### src/rtl/mem_bus_arbiter.sv
// mem_bus_arbiter
//   Shares one downstream memory/IO port between the execute unit (master 0)
//   and a DMA/debug master (master 1).  Each transaction is sequenced
//   IDLE -> BUSY -> DONE.  When both masters are pending in IDLE, the master
//   that did not win last time gets the bus.  A watchdog aborts a BUSY phase
//   that has waited TIMEOUT cycles without m_ready.
//
// Handshakes:
//   core : level-held request (c_ifetch / c_rstrobe / c_wmask).  One
//          c_idone/c_rdone/c_wdone pulse ends it.  Read data is on c_rdata
//          with that pulse.
//   dma  : d_req held until the one-cycle d_ack.  Read data is on d_rdata
//          with d_ack.
//   bus  : m_valid and the m_* fields are held stable until completion.
//          m_ready completes the transfer.  m_rdata is sampled in the same
//          cycle as m_ready.
//   bus_fault pulses together with the done pulse of a watchdog-aborted
//          transfer.  Read data for that transfer is all ones.
//
// Ports:
//   clk, reset                      clock, synchronous active-low reset
//   c_ifetch, c_rstrobe, c_wmask    core request (write > read > fetch)
//   c_addr, c_wdata, c_io           core address / write data / IO space
//   c_idone, c_rdone, c_wdone       core completion pulses
//   c_rdata                         core read data
//   d_req, d_we, d_addr, d_wmask,   DMA request
//   d_wdata
//   d_ack, d_rdata                  DMA completion pulse / read data
//   m_valid, m_we, m_addr, m_wmask, downstream request
//   m_rstrobe, m_wdata, m_io
//   m_ready, m_rdata                downstream completion / read data
//   bus_fault                       watchdog abort pulse
module mem_bus_arbiter #(
   parameter int RV      = 32,
   parameter int VA      = RV,
   parameter int AW      = VA - RV/16,
   parameter int TIMEOUT = 255
) (
   input  logic            clk,
   input  logic            reset,
   input  logic            c_ifetch,
   input  logic [1:0]      c_rstrobe,
   input  logic [RV/8-1:0] c_wmask,
   input  logic [AW-1:0]   c_addr,
   input  logic [RV-1:0]   c_wdata,
   input  logic            c_io,
   output logic            c_idone,
   output logic            c_rdone,
   output logic            c_wdone,
   output logic [RV-1:0]   c_rdata,
   input  logic            d_req,
   input  logic            d_we,
   input  logic [AW-1:0]   d_addr,
   input  logic [RV/8-1:0] d_wmask,
   input  logic [RV-1:0]   d_wdata,
   output logic            d_ack,
   output logic [RV-1:0]   d_rdata,
   output logic            m_valid,
   output logic            m_we,
   output logic [AW-1:0]   m_addr,
   output logic [RV/8-1:0] m_wmask,
   output logic [1:0]      m_rstrobe,
   output logic [RV-1:0]   m_wdata,
   output logic            m_io,
   input  logic            m_ready,
   input  logic [RV-1:0]   m_rdata,
   output logic            bus_fault
);

   typedef enum logic [1:0] {ST_IDLE, ST_BUSY, ST_DONE} state_t;

   localparam logic [1:0] K_FETCH = 2'd0;
   localparam logic [1:0] K_READ  = 2'd1;
   localparam logic [1:0] K_WRITE = 2'd2;
   localparam logic [7:0] COUNT_LAST = 8'(TIMEOUT - 1);

   state_t        state, state_nx;
   logic          last_grant;   // 1 = DMA had the bus last
   logic          grant;        // owner of the current transfer, 1 = DMA
   logic [1:0]    kind;         // core transfer type
   logic [7:0]    count;        // BUSY cycles elapsed
   logic          creq, pick_dma, finish, timed_out;
   logic          start, complete, retire, counting;
   logic [RV-1:0] rd_word;

   assign creq = c_ifetch | (|c_rstrobe) | (|c_wmask);
   // The DMA wins when it is alone.  On a tie it wins when the core had the bus last.
   assign pick_dma  = d_req & (~creq | ~last_grant);
   assign finish    = m_ready | (count == COUNT_LAST);
   assign timed_out = ~m_ready;
   assign rd_word   = m_ready ? m_rdata : {RV{1'b1}};

   // State register
   always_ff @(posedge clk) begin
      if (!reset) state <= ST_IDLE;
      else        state <= state_nx;
   end

   // Next-state logic.  DONE never looks at requests.  A master still holding
   // its request during its done cycle is therefore not served twice.
   always_comb begin
      state_nx = state;
      case (state)
         ST_IDLE: if (creq | d_req) state_nx = ST_BUSY;
         ST_BUSY: if (finish)       state_nx = ST_DONE;
         ST_DONE:                   state_nx = ST_IDLE;
         default:                   state_nx = ST_IDLE;
      endcase
   end

   // Output/control decode
   always_comb begin
      start    = 1'b0;
      complete = 1'b0;
      retire   = 1'b0;
      counting = 1'b0;
      case (state)
         ST_IDLE: start = creq | d_req;
         ST_BUSY: begin
            complete = finish;
            counting = ~finish;
         end
         ST_DONE: retire = 1'b1;
         default: ;
      endcase
   end

   // Registered datapath and output pulses
   always_ff @(posedge clk) begin
      if (!reset) begin
         last_grant <= 1'b1;
         grant      <= 1'b0;
         kind       <= K_FETCH;
         count      <= 8'd0;
         m_valid    <= 1'b0;
         m_we       <= 1'b0;
         m_wmask    <= '0;
         m_rstrobe  <= 2'b00;
         m_io       <= 1'b0;
         m_addr     <= '0;
         m_wdata    <= '0;
         c_idone    <= 1'b0;
         c_rdone    <= 1'b0;
         c_wdone    <= 1'b0;
         d_ack      <= 1'b0;
         bus_fault  <= 1'b0;
         c_rdata    <= '0;
         d_rdata    <= '0;
      end else begin
         c_idone   <= 1'b0;
         c_rdone   <= 1'b0;
         c_wdone   <= 1'b0;
         d_ack     <= 1'b0;
         bus_fault <= 1'b0;

         if (start) begin
            count   <= 8'd0;
            m_valid <= 1'b1;
            grant   <= pick_dma;
            if (pick_dma) begin
               m_we      <= d_we;
               m_addr    <= d_addr;
               m_wdata   <= d_wdata;
               m_io      <= 1'b0;
               m_wmask   <= d_we ? d_wmask : '0;
               m_rstrobe <= d_we ? 2'b00 : 2'b11;
            end else begin
               m_addr  <= c_addr;
               m_wdata <= c_wdata;
               if (|c_wmask) begin
                  kind      <= K_WRITE;
                  m_we      <= 1'b1;
                  m_wmask   <= c_wmask;
                  m_rstrobe <= 2'b00;
                  m_io      <= c_io;
               end else if (|c_rstrobe) begin
                  kind      <= K_READ;
                  m_we      <= 1'b0;
                  m_wmask   <= '0;
                  m_rstrobe <= c_rstrobe;
                  m_io      <= c_io;
               end else begin
                  kind      <= K_FETCH;
                  m_we      <= 1'b0;
                  m_wmask   <= '0;
                  m_rstrobe <= 2'b11;
                  m_io      <= 1'b0;
               end
            end
         end

         if (counting) count <= count + 8'd1;

         if (complete) begin
            m_valid   <= 1'b0;
            bus_fault <= timed_out;
            if (grant) begin
               d_ack <= 1'b1;
               if (!m_we) d_rdata <= rd_word;
            end else begin
               case (kind)
                  K_WRITE: c_wdone <= 1'b1;
                  K_READ: begin
                     c_rdone <= 1'b1;
                     c_rdata <= rd_word;
                  end
                  default: begin
                     c_idone <= 1'b1;
                     c_rdata <= rd_word;
                  end
               endcase
            end
         end

         if (retire) last_grant <= grant;
      end
   end

endmodule

### config.mk
export PLATFORM = sky130hd
export DESIGN_NAME = mem_bus_arbiter
export DESIGN_NICKNAME = d
export VERILOG_FILES = /design/src/rtl/mem_bus_arbiter.sv
export SDC_FILE = /design/constraint.sdc
export NUM_CORES = 1
export LEC_CHECK = 0
export ABC_CLOCK_PERIOD_IN_PS = 5920
export BUFFER_PORTS_ARGS = -buffer_cell sky130_fd_sc_hd__buf_2
export CORE_AREA = 2 2 121 123
export DETAILED_ROUTE_END_ITERATION = 12
export DIE_AREA = 0 0 123 125
export PLACE_DENSITY = 0.75
export SYNTH_ARGS = -nofsm -noshare
export SYNTH_HDL_FRONTEND = slang
export SYNTH_SLANG_ARGS = --single-unit
### constraint.sdc
create_clock -name clk -period 5.92 [get_ports clk]
set_input_delay 1.184 -clock clk [delete_from_list [all_inputs] [get_ports clk]]
set_output_delay 1.184 -clock clk [all_outputs]
set_load 0.01 [all_outputs]
Yosys cells after proc, flatten, opt, wreduce, memory -nomap -nowiden
Index checks and enable logic that the tools add are counted.

operators by class
  shifts and indexed selects = 0
  reductions and logical operators = 12
  divide/modulo/power cells = 0
  multipliers = 0
  $add $sub $neg = 1
  order comparisons = 0
  mux-type cells = 30
  bitwise logic cells = 16
  equal/unequal tests = 7

operators with widths
  kind                                                             count
  32-bit 2-to-1 mux                                                2
  30-bit 2-to-1 mux                                                1
  8-bit 2-to-1 mux                                                 2
  1-bit 2-to-1 mux                                                 14
  2-bit 2-to-1 mux                                                 7
  4-bit 2-to-1 mux                                                 3
  1-bit NOT                                                        10
  8-bit by 1-bit adder with 8-bit output, second input constant    1
  8-bit == test, second input constant                             1
  2-bit AND reduction                                              3
  3-bit AND reduction                                              2
  2-bit OR reduction                                               3
  1-bit bitwise OR                                                 5
  2-bit by 1-bit == test with 1-bit output, second input constant  2
  2-bit == test, second input constant                             2
  2-bit inequality test, second input constant                     2
  2-bit case mux with 2 select lines                               1
  4-bit OR reduction                                               1
  3-bit OR reduction                                               1
  2-bit zero test                                                  1
  2-bit nonzero test                                               1
  1-bit bitwise AND                                                1

storage, ports and cells
  ROM bits = 0
  memory bits (writable) = 0
  memories = 0
  word-level logic and storage cells = 85
  bits of input ports = 173
  latch bits = 0
  output and inout port bits = 140
  bits in registers = 154

Logic depth before layout (Yosys ltp)
  depth after elaboration = 8
  gate-level depth with buffers = 8
  mapped depth without buffers = 7

Worst setup path after synthesis
Ideal clock, no wire load.

  kind = input port to flip-flop
  start point = input c_wmask[0]
  end point = register m_addr[0]
  arrival time = 2.686 ns
  path buffers = 2
  stages on the path = 6
  required time = 5.861 ns
  slack = 3.175 ns
  library setup time = 0.059 ns
  cells stage by stage = or4_4 o41ai_4 and4_4 buf_12 buf_12 a221o_1

between the ends
  word-level cells in the longest chain between the ends = 6
  elaborated cells between the ends (all ways) = 8
  classes of those cells = mux (2); bitwise (5); reduce/logical (1)

ends and longest elaborated chain
  what                    RTL line  RTL
  from (decl)             43        input logic [RV/8-1:0] c_wmask,
  4-bit OR reduction (*)  86        assign creq = c_ifetch | (|c_rstrobe) | (|c_wmask);
  1-bit bitwise OR (*)    86
  1-bit NOT               88        assign pick_dma = d_req & (~creq | ~last_grant);
  1-bit bitwise OR        88
  1-bit bitwise AND       88
  30-bit 2-to-1 mux       160       if (pick_dma) begin
  to (signal assigned)    162       m_addr <= d_addr;
  to (signal assigned)    168       m_addr <= c_addr;
  to (decl)               60        output logic [AW-1:0] m_addr,

Mark *: on every way between the ends. The rest lies on a longest branch, timed or not.
A chain may end at the register's enable or synchronous reset.

Worst setup path in the final report
  start point = input c_ifetch
  end point = register m_addr[18]

between the ends
  word-level cells in the longest chain between the ends = 6
  elaborated cells between the ends (all ways) = 8
  classes of those cells = mux (2); bitwise (6)

ends and longest elaborated chain
  what                               RTL line  RTL
  from (decl)                        41        input logic c_ifetch,
  1-bit bitwise OR (*) (2 in a row)  86
  1-bit NOT                          88
  1-bit bitwise OR                   88
  1-bit bitwise AND                  88
  30-bit 2-to-1 mux                  160

Marked as above.

==> impl_metrics.csv <==
group,metric,value,unit
yosys,synthCells,514,
yosys,synth_top_family_by_area,"compound AO/OA/AOI/OAI gates",
sta,skew,9.720,ps
drt,drt_iter0_drc,400,
drt,drc_errors,0,
finish,syn_to_final_growth,37.38,%
drt,wire_per_inst,17.34,µm
placement,place.gp.congestion,0.8297,
pwr,leakage,3.775,nW
hold_path,hold_depth,2,
cts,cts.sinks,154,
sta,fin_crit_sh,0.5082,
critical_path,cp-start-kind,"input pin",
global_routing,grt_max_degree,67,
floorplanning,ioPinCount,313,
drt,ant_nets,0,
yosys,synth-main-ff-cell,"dfxtp_1",
cts,cts_hold_buf,0,
sta,final-hold-violation-count,0,
sta,setup_tns,0,ps
sta,setup_viol,0,
cts,numCtsBuffers,17,
drt,avgViaCountPerCell,5.368,
yosys,synth-simple-area-share,0.1229,
finish,nFillCells,1241,
hold_path,min_path_type,"flip-flop to flip-flop",
floorplanning,rows,44,
critical_path,path_max_fanout,34,
critical_path,path_buf_inv,2,
sta,min_period,3008,ps
finish,nNetsFinal,983,
finish,fin_util,0.5701,
sta,rsz0062_at_grt,"no",
global_routing,overflow,0,
pwr,power,2.625,mW
yosys,syn-cell-area,0.005894,mm²
floorplanning,fp.dieW,123,µm
floorplanning,start_util,0.4150,
cts,root_buffer,"clkbuf_16",
yosys,synth.avg_cell_area,11.47,µm²
cts,post_cts_buffers,0,
yosys,synth_fa_ha_area_frac,0.008491,
critical_path,criticalPathCategory,"input pin to flip-flop",
critical_path,cp-end-kind,"flip-flop",
yosys,ys_async_sr_fraction,0,
yosys,synth_edf_count,0,
yosys,synth.most_common_cell,"dfxtp_1",
critical_path,timing.rr.end,"m_addr[18]",
critical_path,crit_arrival,3360,ps
global_routing,grt_pass1_wl,26340,µm
cts,clkTransAtPathRegs,60,ps
run,max_cap_viol_count,0,
run_status,status,"completed",
yosys,synth_xor_area_frac,0,
placement,portBuffers,312,
sta,worstMarginPinSlew,712.8,ps
sta,fin_ws,2912,ps
yosys,synth_nets,691,
pwr,power_density,324.2,mW/mm²
global_routing,grt_use_total,0.2200,
floorplanning,dieArea,0.01538,mm²
yosys,synthTopCellsByCount,"154 x dfxtp_1, 62 x a221o_1, 62 x o221a_1, 52 x and2_0, 31 x clkbuf_1",
placement,hpwlAfterDp,12310,µm
drt,vias,5389,
floorplanning,die_y,125,µm
placement,post-place-ws,2525,ps
drt,drtPass1Iterations,4,
cts,htreeDepth,4,
yosys,synth_compound_area_frac,0.2885,
critical_path,reg2reg_depth,5,
yosys,synth_mux_area_frac,0.001698,
yosys,seq_area_frac_synth,0.5230,
sta,whs,474.6,ps
hold_path,worstHoldStart,"m_io",
critical_path,r2r_start,"state[1]",
critical_path,crit_chain,"buf_2 > nor4_1 > a21oi_1 > nor2_4 > buf_4 > a221o_1",
yosys,netlist_top_cells_area,"dfxtp_1 52%, o221a_1 12%, a221o_1 11%, and2_0 5.5%, buf_12 2.4%",
sta,drv_slew,0,
yosys,synth_top_cell_by_area,"dfxtp_1",
critical_path,worst_ep_required_time,6280,ps
global_routing,grt_pass1_vias,5035,
global_routing,antenna_found_initial,0,
critical_path,path_depth,6,
pwr,ir_drop,0.0001757,V
cts,cts.path.max_buffers,2,
critical_path,crit_family,"simple AND/OR/NAND/NOR gates",
floorplanning,core,0.01420,mm²
cts,cts_tree,"done",
yosys,yosysTopAreaCellShare,0.5230,
yosys,ys_ff_latch,154,
yosys,ys_types,51,
cts,cts_resized,0,
critical_path,max_stage_delay,600,ps
cts,clk-insertion-delay-late,420,ps
yosys,yosysWarnings,0,
critical_path,slowest_stage,"nor2_4",
hold_path,holdPathEnd,"m_io",
sta,slew_headroom,0.5237,
drt,routed_wl,17410,µm
sta,fmaxAchievable,332.4,MHz
finish,drive_gt1_frac,0.4396,
critical_path,reg2reg_slack,3790,ps
flip-flops by register name (all words and copies together) (netlist names), 2 cells and up:
| signal | cells |
|---|---|
| m_wdata | 32 |
| count | 8 |
| state | 2 |
| kind | 2 |
| m_rstrobe | 2 |
| m_wmask | 4 |
| c_rdata | 32 |
| m_addr | 30 |
| d_rdata | 32 |
area by class of cell:
cell class	count	area [µm²]	share of cell area
timing repair buffer	319	1614	0.1993
sequential	154	3083	0.3807
tap	184	230.2	0.02843
clock buffer	17	425.4	0.05253
antenna	1	2.502	0.0003090
inverter	8	30.03	0.003708
clock inverter	15	215.2	0.02658
multi-input combinational	306	2497	0.3084
worst register-to-register path, cell delays in order (launching register included):
cell	delay [ps]
dfxtp_1	390
or2_1	230
a21oi_1	130
nor2_4	600
buf_4	480
a221o_1	230
cells in the final DEF (no fill, tap or decap), types with 9 or more instances in the layout:
master / instances
and2_0: 52
buf_2: 312
clkbuf_16: 17
nor2_1: 9
and2_1: 13
dfxtp_1: 154
a221o_1: 62
nand2_1: 17
a21oi_1: 12
o221a_1: 62
metal layers:
layer | vias up | part of all wire | track usage
met2 | 199 | 0.48 | 0.3594
met4 | 0 | 0.027 | 0.09826
met5 | - | 0 | 0
li1 | 2611 | - | -
met3 | 34 | 0.065 | 0.05292
met1 | 2545 | 0.43 | 0.2734
worst max-delay path by stage:
stage | slack, ps | start | to
finish | 2910 | c_ifetch | m_addr[18]
CTS | 2960 | c_ifetch | m_wdata[21]
global route | 2680 | c_ifetch | m_addr[18]
floorplan | 3170 | c_wmask[0] | m_addr[0]
global placement | 2570 | reset | m_wdata[14]
detailed placement | 2520 | c_ifetch | m_addr[18]
report_power, final:
part           switching (mW)  internal (mW)  leakage, nW
sequential             0.0359           1.10         1.26
clock                   0.454          0.716        0.308
combinational           0.166          0.151         2.21
total                   0.656           1.97         3.78
cell families (layout without fill, tap and decap cells):
| group | after synthesis | in the layout |
|---|---|---|
| muxes | 1 | 1 |
| DFF | 154 | 154 |
| adders and majority gates | 4 | 4 |
| buffers and inverters | 54 | 359 |
| other | 0 | 1 |
| and+or+nand+nor | 124 | 124 |
| AOI/OAI and AO/OA | 177 | 177 |
per-stage QoR:
step	std cells	cell area [µm²]
global route	1003	8095
detailed placement	971	7455
finish	1004	8098
floorplan	514	5894
global placement	971	7455
CTS	1003	8095
Note: power is estimated with default switching activity, not from simulation.
